`src/rtl/axi4lite_regbank_slave.sv`:
```
// axi4lite_regbank_slave: parametrised AXI4-Lite register bank with byte strobes, read-only mask and SLVERR on out-of-range
module axi4lite_regbank_slave #(
    parameter int ADDR_WIDTH = 4,
    parameter int DATA_WIDTH = 32,
    parameter int NUM_REGS = 4,
    parameter logic [NUM_REGS-1:0] READONLY_MASK = '0
) (
    input  logic                           s_axi_aclk,
    input  logic                           s_axi_aresetn,
    input  logic [ADDR_WIDTH-1:0]          s_axi_awaddr,
    input  logic                           s_axi_awvalid,
    output logic                           s_axi_awready,
    input  logic [DATA_WIDTH-1:0]          s_axi_wdata,
    input  logic [DATA_WIDTH/8-1:0]        s_axi_wstrb,
    input  logic                           s_axi_wvalid,
    output logic                           s_axi_wready,
    output logic [1:0]                     s_axi_bresp,
    output logic                           s_axi_bvalid,
    input  logic                           s_axi_bready,
    input  logic [ADDR_WIDTH-1:0]          s_axi_araddr,
    input  logic                           s_axi_arvalid,
    output logic                           s_axi_arready,
    output logic [DATA_WIDTH-1:0]          s_axi_rdata,
    output logic [1:0]                     s_axi_rresp,
    output logic                           s_axi_rvalid,
    input  logic                           s_axi_rready,
    output logic [NUM_REGS*DATA_WIDTH-1:0] regs_out
);
    localparam int NB = DATA_WIDTH / 8;
    localparam int BSHIFT = $clog2(NB);
    localparam int IW = ADDR_WIDTH - BSHIFT;

    logic [DATA_WIDTH-1:0] regs [NUM_REGS];
    logic                  aw_held, w_held;
    logic [IW-1:0]         aw_idx;
    logic [DATA_WIDTH-1:0] w_data;
    logic [NB-1:0]         w_strb;
    logic                  aw_hs, w_hs, ar_hs, commit, wr_ok, rd_ok;
    logic [IW-1:0]         wr_idx, rd_idx;
    logic [DATA_WIDTH-1:0] wr_data, rd_word;
    logic [NB-1:0]         wr_strb;
    logic                  unused_addr;

    assign s_axi_awready = !aw_held && !s_axi_bvalid;
    assign s_axi_wready  = !w_held && !s_axi_bvalid;
    assign s_axi_arready = !s_axi_rvalid;
    assign aw_hs   = s_axi_awvalid && s_axi_awready;
    assign w_hs    = s_axi_wvalid && s_axi_wready;
    assign ar_hs   = s_axi_arvalid && s_axi_arready;
    // A buffer counts as full on the edge it is being filled, so a same-cycle AW+W commits at once
    assign commit  = (aw_held || aw_hs) && (w_held || w_hs);
    assign wr_idx  = aw_held ? aw_idx : s_axi_awaddr[ADDR_WIDTH-1:BSHIFT];
    assign wr_data = w_held ? w_data : s_axi_wdata;
    assign wr_strb = w_held ? w_strb : s_axi_wstrb;
    assign wr_ok   = 32'(wr_idx) < NUM_REGS;
    assign rd_idx  = s_axi_araddr[ADDR_WIDTH-1:BSHIFT];
    assign rd_ok   = 32'(rd_idx) < NUM_REGS;
    assign unused_addr = ^{s_axi_awaddr, s_axi_araddr};

    for (genvar g = 0; g < NUM_REGS; g++) begin : g_out
        assign regs_out[g*DATA_WIDTH +: DATA_WIDTH] = regs[g];
    end

    // Read mux; out-of-range words read as zero
    always_comb begin
        rd_word = '0;
        for (int i = 0; i < NUM_REGS; i++)
            if (32'(rd_idx) == i) rd_word = regs[i];
    end

    // AW/W buffering, strobed register commit and B channel
    always_ff @(posedge s_axi_aclk or negedge s_axi_aresetn) begin
        if (!s_axi_aresetn) begin
            aw_held      <= 1'b0;
            w_held       <= 1'b0;
            aw_idx       <= '0;
            w_data       <= '0;
            w_strb       <= '0;
            s_axi_bvalid <= 1'b0;
            s_axi_bresp  <= 2'b00;
            for (int i = 0; i < NUM_REGS; i++) regs[i] <= '0;
        end else if (commit) begin
            aw_held      <= 1'b0;
            w_held       <= 1'b0;
            s_axi_bvalid <= 1'b1;
            s_axi_bresp  <= wr_ok ? 2'b00 : 2'b10;
            for (int i = 0; i < NUM_REGS; i++)
                for (int b = 0; b < NB; b++)
                    if (32'(wr_idx) == i && !READONLY_MASK[i] && wr_strb[b])
                        regs[i][8*b +: 8] <= wr_data[8*b +: 8];
        end else begin
            if (aw_hs) begin
                aw_held <= 1'b1;
                aw_idx  <= s_axi_awaddr[ADDR_WIDTH-1:BSHIFT];
            end
            if (w_hs) begin
                w_held <= 1'b1;
                w_data <= s_axi_wdata;
                w_strb <= s_axi_wstrb;
            end
            if (s_axi_bvalid && s_axi_bready) s_axi_bvalid <= 1'b0;
        end
    end

    // R channel: capture data on AR handshake, hold until rready
    always_ff @(posedge s_axi_aclk or negedge s_axi_aresetn) begin
        if (!s_axi_aresetn) begin
            s_axi_rvalid <= 1'b0;
            s_axi_rdata  <= '0;
            s_axi_rresp  <= 2'b00;
        end else if (ar_hs) begin
            s_axi_rvalid <= 1'b1;
            s_axi_rdata  <= rd_word;
            s_axi_rresp  <= rd_ok ? 2'b00 : 2'b10;
        end else if (s_axi_rready) begin
            s_axi_rvalid <= 1'b0;
        end
    end
endmodule
```
`config.mk`:
```
export PLATFORM = sky130hd
export DESIGN_NAME = axi4lite_regbank_slave
export DESIGN_NICKNAME = d
export VERILOG_FILES = /design/src/rtl/axi4lite_regbank_slave.sv
export SDC_FILE = /design/constraint.sdc
export NUM_CORES = 1
export LEC_CHECK = 0
export CAP_MARGIN = 20
export CORE_ASPECT_RATIO = 1.75
export CORE_MARGIN = 5
export CORE_UTILIZATION = 50
export CTS_CLUSTER_SIZE = 16
export DETAILED_ROUTE_END_ITERATION = 16
export GPL_TIMING_DRIVEN = 0
export PLACE_DENSITY = 0.81
export SYNTH_ARGS = -nofsm -noshare
export SYNTH_HDL_FRONTEND = slang
export SYNTH_SLANG_ARGS = --single-unit
```
`constraint.sdc`:
```
create_clock -name s_axi_aclk -period 6 [get_ports s_axi_aclk]
set_input_delay 0.6 -clock s_axi_aclk [delete_from_list [all_inputs] [get_ports s_axi_aclk]]
set_output_delay 0.6 -clock s_axi_aclk [all_outputs]
set_load 0.01 [all_outputs]
```
# --- Word level (Yosys, flattened, before mapping) ---
# Index checks and enable logic that the tools add are counted.
totals:
  ff_bits: 202
  in_bits: 51
  output_inout_bits: 169
  elab_cells: 99
classes:
  n_eq_ne: 6
  mux: 15
  bitwise: 1
  n_reduce_logical: 53
ops:
  columns: ["operator", "count"]
  rows:
  - ["$mux W32", 5]
  - ["$reduce_and A2 Y1", 18]
  - ["$logic_and A1 B1 Y1", 23]
  - ["$eq A2 B2 Y1 const B", 4]
  - ["$mux W1", 8]
  - ["$reduce_bool A2 Y1", 4]
  - ["$eq A2 B1 Y1 const B", 2]
  - ["$logic_not A1 Y1", 4]
  - ["$logic_not A2 Y1", 2]
  - ["$mux W4", 1]
  - ["$logic_or A1 B1 Y1", 2]
  - ["$mux W2", 1]
  - ["$not A1 Y1", 1]

# --- Depth between registers and ports, before layout ---
logic_depth:
  depth_word: 7
  ltp_mapped: 6
  mapped_depth_nobuf: 4

# --- Worst setup path after synthesis ---
# OpenSTA, ideal clock, no wires.
synth_path:
  path_type: "input port to flip-flop"
  startpoint: "input port s_axi_araddr[2]"
  endpoint: "register s_axi_rdata[1]"
  setup_ns: 0.125
  arrival_ns: 2.168
  required_time_ns: 5.875
  path_slack_ns: 3.707
  stages: 4
  path_buffers: 2
  cell_sequence: "clkbuf_1 > buf_1 > mux4_2 > mux2_2"
synth_via:
  elab_chain_cells: 5
  word_cells_on_any_way: 8
  classes_between: "3 x eq/ne; 4 x mux; 1 x reduce/logical"
synth_rtl:
  columns: ["element", "line", "source"]
  rows:
  - ["start: declaration", "20", "input logic [ADDR_WIDTH-1:0] s_axi_araddr,"]
  - ["$logic_not A2 Y1", "68", "if (32'(rd_idx) == i) rd_word = regs[i];"]
  - ["$mux W32 (3 in series)", "68", null]
  - ["$mux W32 (*)", "68", null]
  - ["end signal: assignment", "113", "s_axi_rdata <= rd_word;"]
  - ["end: declaration", "23", "output logic [DATA_WIDTH-1:0] s_axi_rdata,"]
# Every way passes the cells marked *; elsewhere a longest branch is shown, timed or not.
# A chain may end at the register's enable or synchronous reset.

# --- Worst setup path in the final report ---
layout_path:
  startpoint: "register w_held"
  endpoint: "output port s_axi_wready"
layout_via:
  elab_chain_cells: 2
layout_rtl:
  columns: ["element", "line", "source"]
  rows:
  - ["start: declaration", "34", "logic aw_held, w_held;"]
  - ["start signal: assignment", "75", "w_held <= 1'b0;"]
  - ["start signal: assignment", "84", "w_held <= 1'b0;"]
  - ["start signal: assignment", "97", "w_held <= 1'b1;"]
  - ["$logic_not A1 Y1", "45", "assign s_axi_wready = !w_held && !s_axi_bvalid;"]
  - ["$logic_and A1 B1 Y1", "45", null]
  - ["end: declaration", "16", "output logic s_axi_wready,"]
# Every way passes these cells.

==> out/metrics.yaml <==
status: "finished, final reports clean"
grt_pass1_wl_um: 36600
fin_crit_ps: 3550
gr-usage-all-layers: 0.236
syn_inst: 546
max_freq_ghz: 0.282
synth_cell_type_count: 24
cts.clk_slew.worst_paths_ps: 60
core_area_um2: 17400
max_cap_viol_count: 0
post_cts_buffers: 0
post-dp-hpwl_um: 17000
detail-route-antenna-nets: 0
worstSetupStartpointType: "flop"
power_density_nw_per_um2: 551
clk_latency_ps: 490
area_growth_syn_to_layout_pct: 34.5
hold_path_class: "in -> async"
drc_errors: 0
grt_antenna_before_repair: 1
synth_top_area_frac: 0.575
setup_violations: 0
relSlewSlack: 0.335
cts_hold_buf: 0
cts-root-buf: "clkbuf_16"
gp_congestion: 0.801
synth.avg_cell_area_um2: 16.1
synthTopCellsByArea: "dfrtp_1, mux2_2, mux4_2"
wl_per_cell_um: 22.8
htree_levels: 1
fin_util: 0.681
drt_iter0_drc: 302
synthArstFlopShare: 1.00
synth_top_area_cell: "dfrtp_1"
final_area_um2: 11800
die_h_um: 185
cts.sinks: 202
finClkSkew_ps: 10.9
ios: 220
synth_edf_count: 0
clockBufferDepth: 3
crit_type: "reg -> out"
synth_seq_cells: 202
synth_common_cells: "mux2_2, dfrtp_1, mux4_2"
ir_drop_uv: 351
slowest_stage: "clkbuf_1"
dr_total_vias: 5697
crit_top_cell: "clkbuf_1"
die-area_um2: 20500
required_ps: 5400
numCtsBuffers: 19
drive_gt1_frac: 0.380
slew_viol_final: 0
instances_no_fill: 1024
top_layer_used: "met4"
crit_path_max_fanout: 10
power_w: 0.00652
portBuffers: 210
synthFlopType: "dfrtp_1"
cts_resized: 0
synth-seq-area-share: 0.575
initial_core_util: 0.506
worst_setup_path_end_kind: "primary output"
hold_viol_final: 0
yosys_warnings: 0
worstMarginPinSlew_ps: 993
fin_nets: 832
post-place-cells: 991
wl_met2_um: 13000
wl_met3_um: 1240
cp_slowest_stage_delay_ps: 600
placementRows: 64
synth_area_um2: 8800
vias_per_cell: 5.56
fin_crit_sh: 0.591
crit_arrival_ps: 2950
yosysMostFrequentCell: "mux2_2"
rsz0062_at_grt: "false"
cts_tree: "built"
placed_area_um2: 11200
wl_met1_um: 8380
grt_max_degree: 116
drtPass1Iterations: 4
die_w_um: 110
p_leak_nw: 4.94
grt_pass1_vias: 6425
crit_chain: "clkbuf_1, buf_1, clkbuf_1, nor2_1, clkdlybuf4s50_1"
wl_um: 23400
gr-total-overflow: 0
## per-layer routing
metal,GRT usage,up-vias
met3,0.0385,48
met5,0,-
met4,0.0838,0
li1,-,2485
met2,0.432,213
met1,0.275,2951
## through the flow
| stage | setup WS (ps) | TNS, ps | hold WS (ps) |
|---|---|---|---|
| after detailed placement | 2730 | 0 | 489 |
| after CTS | 2410 | 0 | 144 |
| after global placement | -3580 | -717820 | 481 |
| final | 2450 | 0 | 117 |
| after floorplan | 3710 | 0 | 304 |
| after global routing | 2290 | 0 | 174 |
## critical path, delay by kind of cell (launching register included)
kind | cells | cell delay, ps
buffers and inverters | 4 | 2040
flip-flops | 1 | 320
AND/OR/NAND/NOR | 1 | 110
## cell usage in the layout, fill, tap and decap left out, drive strengths merged, types with 3 or more instances in the layout
| master | count |
|---|---|
| clkbuf | 39 |
| clkdlybuf4s50 | 209 |
| conb | 4 |
| nor2 | 15 |
| clkinv | 5 |
| nand3b | 3 |
| inv | 5 |
| mux2 | 233 |
| mux4 | 32 |
| nor2b | 4 |
| o221ai | 4 |
| buf | 15 |
| nand2 | 6 |
| dfrtp | 202 |
## logic make-up after synthesis
logic type,share of synthesized area
compound gates,0.0121
mux,0.380
buf+inv,0.0149
simple gates,0.0179
flops,0.575
other cells,0.000426
## path summary, 6_finish.rpt
check	start	end	slack, ps	cells past startpoint
worst max register to register	w_held	regs_out[13]	3150	5
worst min-delay path	s_axi_aresetn	s_axi_rdata[27]	120	1
min in group s_axi_aclk	w_data[1]	w_data[1]	500	1
worst min register to register	w_data[1]	w_data[1]	500	1
worst max-delay path	w_held	s_axi_wready	2450	5
max in group asynchronous	s_axi_aresetn	regs_out[81]	4870	2
## cell type report
cell class | count | area (um2)
clock inverters | 6 | 55.1
inverters | 5 | 18.8
diodes | 1 | 2.50
fillers | 1259 | 5540
multi-input cells | 316 | 3620
plain buffers | 26 | 113
repair buffers | 211 | 2130
flip-flops and latches | 202 | 5050
well taps | 231 | 289
clock buffers | 26 | 542
## sequential cells by signal, summed over array words and instances, names as in the netlist
| signal | count |
|---|---|
| w_held | 1 |
| regs_out | 128 |
| aw_held | 1 |
| w_strb | 4 |
| w_data | 32 |
| s_axi_bvalid | 1 |
| s_axi_rvalid | 1 |
| aw_idx | 2 |
| s_axi_rdata | 32 |
## report_power, final
part           switching (W)  internal (W)
Combinational        0.00109       0.00176
Clock               0.000496      0.000673
Sequential          0.000477       0.00202
Total                0.00206       0.00446
Power figures use the tool's default switching activity.
